`config.mk`:
```
export PLATFORM = sky130hd
export DESIGN_NAME = bitty_sequencer
export DESIGN_NICKNAME = d
export VERILOG_FILES = /design/src/rtl/bitty_sequencer.sv
export SDC_FILE = /design/constraint.sdc
export NUM_CORES = 1
export LEC_CHECK = 0
export ABC_CLOCK_PERIOD_IN_PS = 2100
export CAP_MARGIN = 20
export CORE_ASPECT_RATIO = 1.2
export CORE_MARGIN = 1
export CORE_UTILIZATION = 43
export CTS_CLUSTER_SIZE = 24
export DETAILED_ROUTE_END_ITERATION = 12
export HOLD_SLACK_MARGIN = 0.15
export PLACE_DENSITY = 0.9
export SLEW_MARGIN = 15
export SYNTH_ARGS = -nofsm -noshare
export SYNTH_HDL_FRONTEND = slang
export SYNTH_SLANG_ARGS = --single-unit
```
`constraint.sdc`:
```
create_clock -name clk -period 2.1 [get_ports clk]
set_input_delay 0.42 -clock clk [delete_from_list [all_inputs] [get_ports clk]]
set_output_delay 0.42 -clock clk [all_outputs]
set_load 0.05 [all_outputs]
```
`src/rtl/bitty_sequencer.sv`:
```
// Multi-cycle control sequencer for the Bitty core: fetches, latches, dispatches
// to the ALU (non-branch only) and retires each instruction with a PC enable pulse.
module bitty_sequencer #(
  parameter int AW     = 8,
  parameter int IW     = 16,
  parameter int WD_MAX = 255
) (
  input  logic          clk,
  input  logic          reset,
  input  logic          run,
  input  logic [AW-1:0] pc_in,
  output logic [AW-1:0] mem_addr,
  output logic          mem_rd,
  input  logic [IW-1:0] mem_data,
  output logic [IW-1:0] instruction,
  output logic          alu_start,
  input  logic          alu_done,
  input  logic [IW-1:0] alu_result,
  output logic [IW-1:0] last_alu_result,
  output logic          en_pc,
  output logic          busy,
  output logic          err,
  output logic [15:0]   instr_count
);

  typedef enum logic [2:0] {
    S_IDLE,
    S_FETCH,
    S_LATCH,
    S_EXEC,
    S_WAIT,
    S_UPDATE
  } state_t;

  // The watchdog holds the number of WAIT cycles already spent without alu_done,
  // so it reads WD_MAX-1 during the last cycle the ALU is allowed to finish in.
  localparam logic [7:0] WD_LAST = 8'(WD_MAX - 1);

  state_t     state;
  state_t     state_next;
  logic [7:0] watchdog;
  logic       wd_expire;

  assign mem_addr = pc_in;

  always_ff @(posedge clk or negedge reset) begin
    if (!reset) begin
      state <= S_IDLE;
    end else begin
      state <= state_next;
    end
  end

  always_comb begin
    state_next = state;
    mem_rd     = 1'b0;
    alu_start  = 1'b0;
    en_pc      = 1'b0;
    busy       = 1'b1;
    wd_expire  = 1'b0;
    case (state)
      S_IDLE: begin
        busy = 1'b0;
        if (run && !err) begin
          state_next = S_FETCH;
        end
      end
      S_FETCH: begin
        mem_rd     = 1'b1;
        state_next = S_LATCH;
      end
      S_LATCH: begin
        if (mem_data[1:0] == 2'b10) begin
          state_next = S_UPDATE;
        end else begin
          state_next = S_EXEC;
        end
      end
      S_EXEC: begin
        alu_start  = 1'b1;
        state_next = S_WAIT;
      end
      S_WAIT: begin
        // A completion on the limit cycle takes priority over the timeout.
        if (alu_done) begin
          state_next = S_UPDATE;
        end else if (watchdog == WD_LAST) begin
          wd_expire  = 1'b1;
          state_next = S_IDLE;
        end
      end
      S_UPDATE: begin
        en_pc      = 1'b1;
        state_next = run ? S_FETCH : S_IDLE;
      end
      default: begin
        state_next = S_IDLE;
      end
    endcase
  end

  always_ff @(posedge clk or negedge reset) begin
    if (!reset) begin
      instruction     <= '0;
      last_alu_result <= '0;
      watchdog        <= '0;
      err             <= 1'b0;
      instr_count     <= '0;
    end else begin
      if (state == S_LATCH) begin
        instruction <= mem_data;
      end
      if (state == S_EXEC) begin
        watchdog <= '0;
      end else if (state == S_WAIT && !alu_done && !wd_expire) begin
        watchdog <= watchdog + 8'd1;
      end
      if (state == S_WAIT && alu_done) begin
        last_alu_result <= alu_result;
      end
      if (wd_expire) begin
        err <= 1'b1;
      end
      if (en_pc) begin
        instr_count <= instr_count + 16'd1;
      end
    end
  end

endmodule
```
# Word-level counts from Yosys, hierarchy flattened
# Cells that the tools add are included.
classes:
  addsub: 2
  mul: 0
  div: 0
  order_cmp: 0
  eq_ne: 9
  n_shift: 0
  muxes: 15
  bitwise: 0
  reduce_logical: 10
op_table:
  columns: ["cell", "n"]
  rows:
  - ["3-bit case mux with 6 select lines", 1]
  - ["16-bit by 1-bit adder with 16-bit output (second input constant)", 1]
  - ["8-bit 2-to-1 mux", 2]
  - ["3-bit 2-to-1 mux", 4]
  - ["8-bit by 1-bit adder with 8-bit output (second input constant)", 1]
  - ["8-bit equality test (second input constant)", 1]
  - ["1-bit 2-to-1 mux", 8]
  - ["3-bit by 2-bit equality test with 1-bit output (second input constant)", 2]
  - ["3-bit equality test (second input constant)", 2]
  - ["1-bit logical AND", 4]
  - ["3-bit by 1-bit equality test with 1-bit output (second input constant)", 1]
  - ["1-bit logical NOT", 3]
  - ["3-bit logical NOT", 1]
  - ["3-bit inequality test (second input constant)", 1]
  - ["2-bit equality test (second input constant)", 1]
  - ["2-bit inequality test (second input constant)", 1]
  - ["2-bit AND reduction", 1]
  - ["2-bit nonzero test", 1]
word_totals:
  register_bits: 60
  latchBits: 0
  ramBits: 0
  rom_bits: 0
  input_bits: 44
  elab_cells: 42
  n_memories: 0

# Logic depth before layout (Yosys ltp)
depth:
  depth_word: 8
  ltp_mapped: 7

# Least setup slack after synthesis
# Ideal clock, no wire load.
synth_path:
  path_type: "register to output"
  from: "register state[0]"
  to: "output mem_rd"
  t_arrival_ps: 1693
  required_ps: 1680
  path_slack_ps: -13
  stages_incl_launch_ff: 4
  n_path_buf: 1
  path_cell_list: "dfrtp_1 > buf_2 > inv_1 > nor3_1"
synth_via:
  elab_chain_cells: 2
synth_rtl:
  columns: ["element", "line_no", "source"]
  rows:
  - ["from (decl)", "39", "state_t state;"]
  - ["from (signal assigned)", "50", "state <= state_next;"]
  - ["3-bit by 1-bit equality test with 1-bit output", "61", "case (state)"]
  - ["1-bit 2-to-1 mux", "61", null]
  - ["to (decl)", "13", "output logic mem_rd,"]
# No other way between the ends.

# Worst setup path in the final report
layout_path:
  from: "register instr_count[11]"
  to: "output instr_count[11]"
layout_lines:
  columns: ["element", "line_no", "source"]
  rows:
  - ["from (decl)", "23", "output logic [15:0] instr_count"]
  - ["from (signal assigned)", "125", "instr_count <= instr_count + 16'd1;"]
# No word-level cell between the ends.

==> results.yml <==
cts:
  clkTransAtPathRegs_ns: 0.07
  cts_tree: "built"
  max-clock-path-buffers: 2
  cts_root_buffer: "clkbuf_8"
  cts_num_sinks: 60
  ctsResizeCount: 0
  cts-buffers-inserted: 9
  htree_levels: 3
  clk_latency_ns: 0.32
yosys:
  synth_ff_type: "dfrtp_1"
  seq_area_frac_synth: 0.574
  synth_area_um2: 2610
  ys_warn_count: 0
  synthArstFlopShare: 1.00
  synthCells: 202
  syn_area_per_cell_um2: 12.9
  synth.ff_latch_count: 60
  synth-edff-count: 0
  ys_types: 37
  syn_nets: 249
grt:
  grt_max_degree: 52
  antenna_found_initial: 0
  globalRouteOverflowTotal: 0
  track_usage: 0.187
  grt_pass1_wl_um: 9050
  grt_pass1_vias: 2049
drt:
  wl_per_cell_um: 14.4
  drt-pass1-iter-count: 4
  vias: 1919
  drt_iter0_markers: 50
  drc: 0
  ant_nets: 0
  routed_wl_um: 5440
  via_per_inst: 5.08
final_layout:
  final_cell_mix: "clkdlybuf4s50_1, dfrtp_1, mux2_2, xnor2_1, nand2_1"
  n_antenna_cell: 0
  area_growth_pct: 46.8
  nets: 341
  final_common_cell: "clkdlybuf4s50_1"
  drive_gt1_frac: 0.225
  final_area_um2: 3840
outcome:
  status: "finished, final reports clean"
hold_path:
  hold_depth: 1
  hp-start: "instr_count[15]$_DFFE_PN0N_"
  hold_end: "instr_count[15]$_DFFE_PN0N_"
  hp-class: "reg -> reg"
critical_path:
  cp-start-kind: "register"
  cpMaxStageDelayCell: "clkdlybuf4s50_1"
  arrival_ns: 1.61
  cp.required_ns: 1.68
  r2r_start: "state[0]$_DFFE_PN0P_"
  path_max_fanout: 5
  slowest_delay_ns: 0.85
  r2r_end: "watchdog[7]$_DFFE_PN0P_"
  cp-end-kind: "primary output"
  path_depth: 1
  worstPathCellList: "clkdlybuf4s50_1"
  crit_type: "reg -> out"
  critPathBufInv: 1
  rr_worst_depth: 4
  r2r_setup_slack_ns: 0.33
  cp_top_family: "buffers and inverters"
sta:
  fmax_mhz: 492
  fin_skew_ns: 0.0107
  finalSetupTns_ns: 0
  drv_slew: 0
  setup_violations: 0
  min_period_over_period: 0.968
  fin_crit_ns: 2.03
  rsz0062_at_grt: "false"
  relSlewSlack: 0.649
  tightestPinTransition_ns: 0.524
  finalHoldViolations: 0
  setup_ws_ns: 0.0675
placed_design:
  pre_cts_slack_ns: 0.0288
  port-buffer-count: 88
  hpwl_um: 4090
  dpl_cell_area_um2: 3600
  gp_congestion: 0.830
power:
  powerDensity_nw_per_um2: 1520
  ir_worst_vdd_v: 0.00106
  leakagePower_nw: 1.62
floorplan:
  rows: 30
  io_pins: 105
  die_w_um: 73.2
  floorplan.initialDensity: 0.455
  dieHeight_um: 87.4
  core-area_um2: 5740
  die_area_um2: 6400
job:
  maxCapViolations: 0
## per-stage QoR
stage                     utilization  hold slack [ns]  power [W]  std cells
after global placement          0.627            0.302    0.00466        362
after global routing            0.668            0.480    0.00610        378
after floorplan                     -            0.124    0.00373        202
final                           0.668            0.470    0.00585        378
after CTS                       0.668            0.475    0.00591        378
after detailed placement        0.627            0.309    0.00474        362
## layout make-up
type                            count  area, µm²
Clock buffer                       11        151
Timing Repair Buffer               96        991
Multi-Input combinational cell    122       1000
Inverter                            5       18.8
Fill cell                         428       1910
Clock inverter                      4       72.6
Tap cell                           80        100
Sequential cell                    60       1500
## cells in the mapped netlist (all sizes together) (2+ instances only)
master / number / area share
mux2: 33 / 0.14
nand3: 8 / 0.015
buf: 14 / 0.038
nor3b: 2 / 0.0077
dfrtp: 60 / 0.57
inv: 5 / 0.0072
or3: 2 / 0.0048
a21oi: 3 / 0.0057
o31ai: 4 / 0.011
nand4: 9 / 0.022
or4: 2 / 0.0057
xor2: 2 / 0.0067
nor2: 3 / 0.0043
o211ai: 3 / 0.0086
and3: 5 / 0.012
ha: 3 / 0.014
o21ai: 4 / 0.0091
nand2: 13 / 0.019
xnor2: 13 / 0.044
## power breakdown
| group | switching [W] | leakage, nW | internal (W) |
|---|---|---|---|
| sequential | 0.000279 | 0.758 | 0.00154 |
| combinational | 0.00177 | 0.753 | 0.00111 |
| clock | 0.000425 | 0.111 | 0.000724 |
| total | 0.00247 | 1.62 | 0.00338 |
## kinds of logic (layout without fill, tap and decap cells)
kind of cell	Yosys count	in the layout	share of synthesized area
muxes	34	34	0.146
AOI/OAI and AO/OA	18	18	0.0474
buffers and inverters	20	116	0.0464
xor gates and xnor gates	15	15	0.0503
adders and majority gates	3	3	0.0144
DFF	60	60	0.574
and+or+nand+nor	52	52	0.121
## registers in the layout (all words and copies together), names as in the netlist
name and flops:
err 1, instr_count 16, instruction 16, last_alu_result 16, state 3, watchdog 8
## repair_timing
item                      in CTS  in global routing
hold buffers                   1                  0
buffers inserted               0                  0
hold endpoints to repair       9                  0
## worst max-delay path by stage
stage | start | end
final | instr_count[11]$_DFFE_PN0N_ | instr_count[11]
after global routing | instr_count[11]$_DFFE_PN0N_ | instr_count[11]
after CTS | instr_count[11]$_DFFE_PN0N_ | instr_count[11]
after detailed placement | alu_done | watchdog[7]$_DFFE_PN0P_
after global placement | alu_done | watchdog[7]$_DFFE_PN0P_
after floorplan | state[1]$_DFFE_PN0P_ | instr_count[1]$_DFFE_PN0N_
## routing by layer
metal	share of wire	global-route usage	routed length [µm]
met1	0.40	0.209	2200
met2	0.53	0.328	2860
met3	0.061	0.0671	332
met4	0.0083	0.0570	45
met5	0	0	0
(Power assumes the default switching activity.)
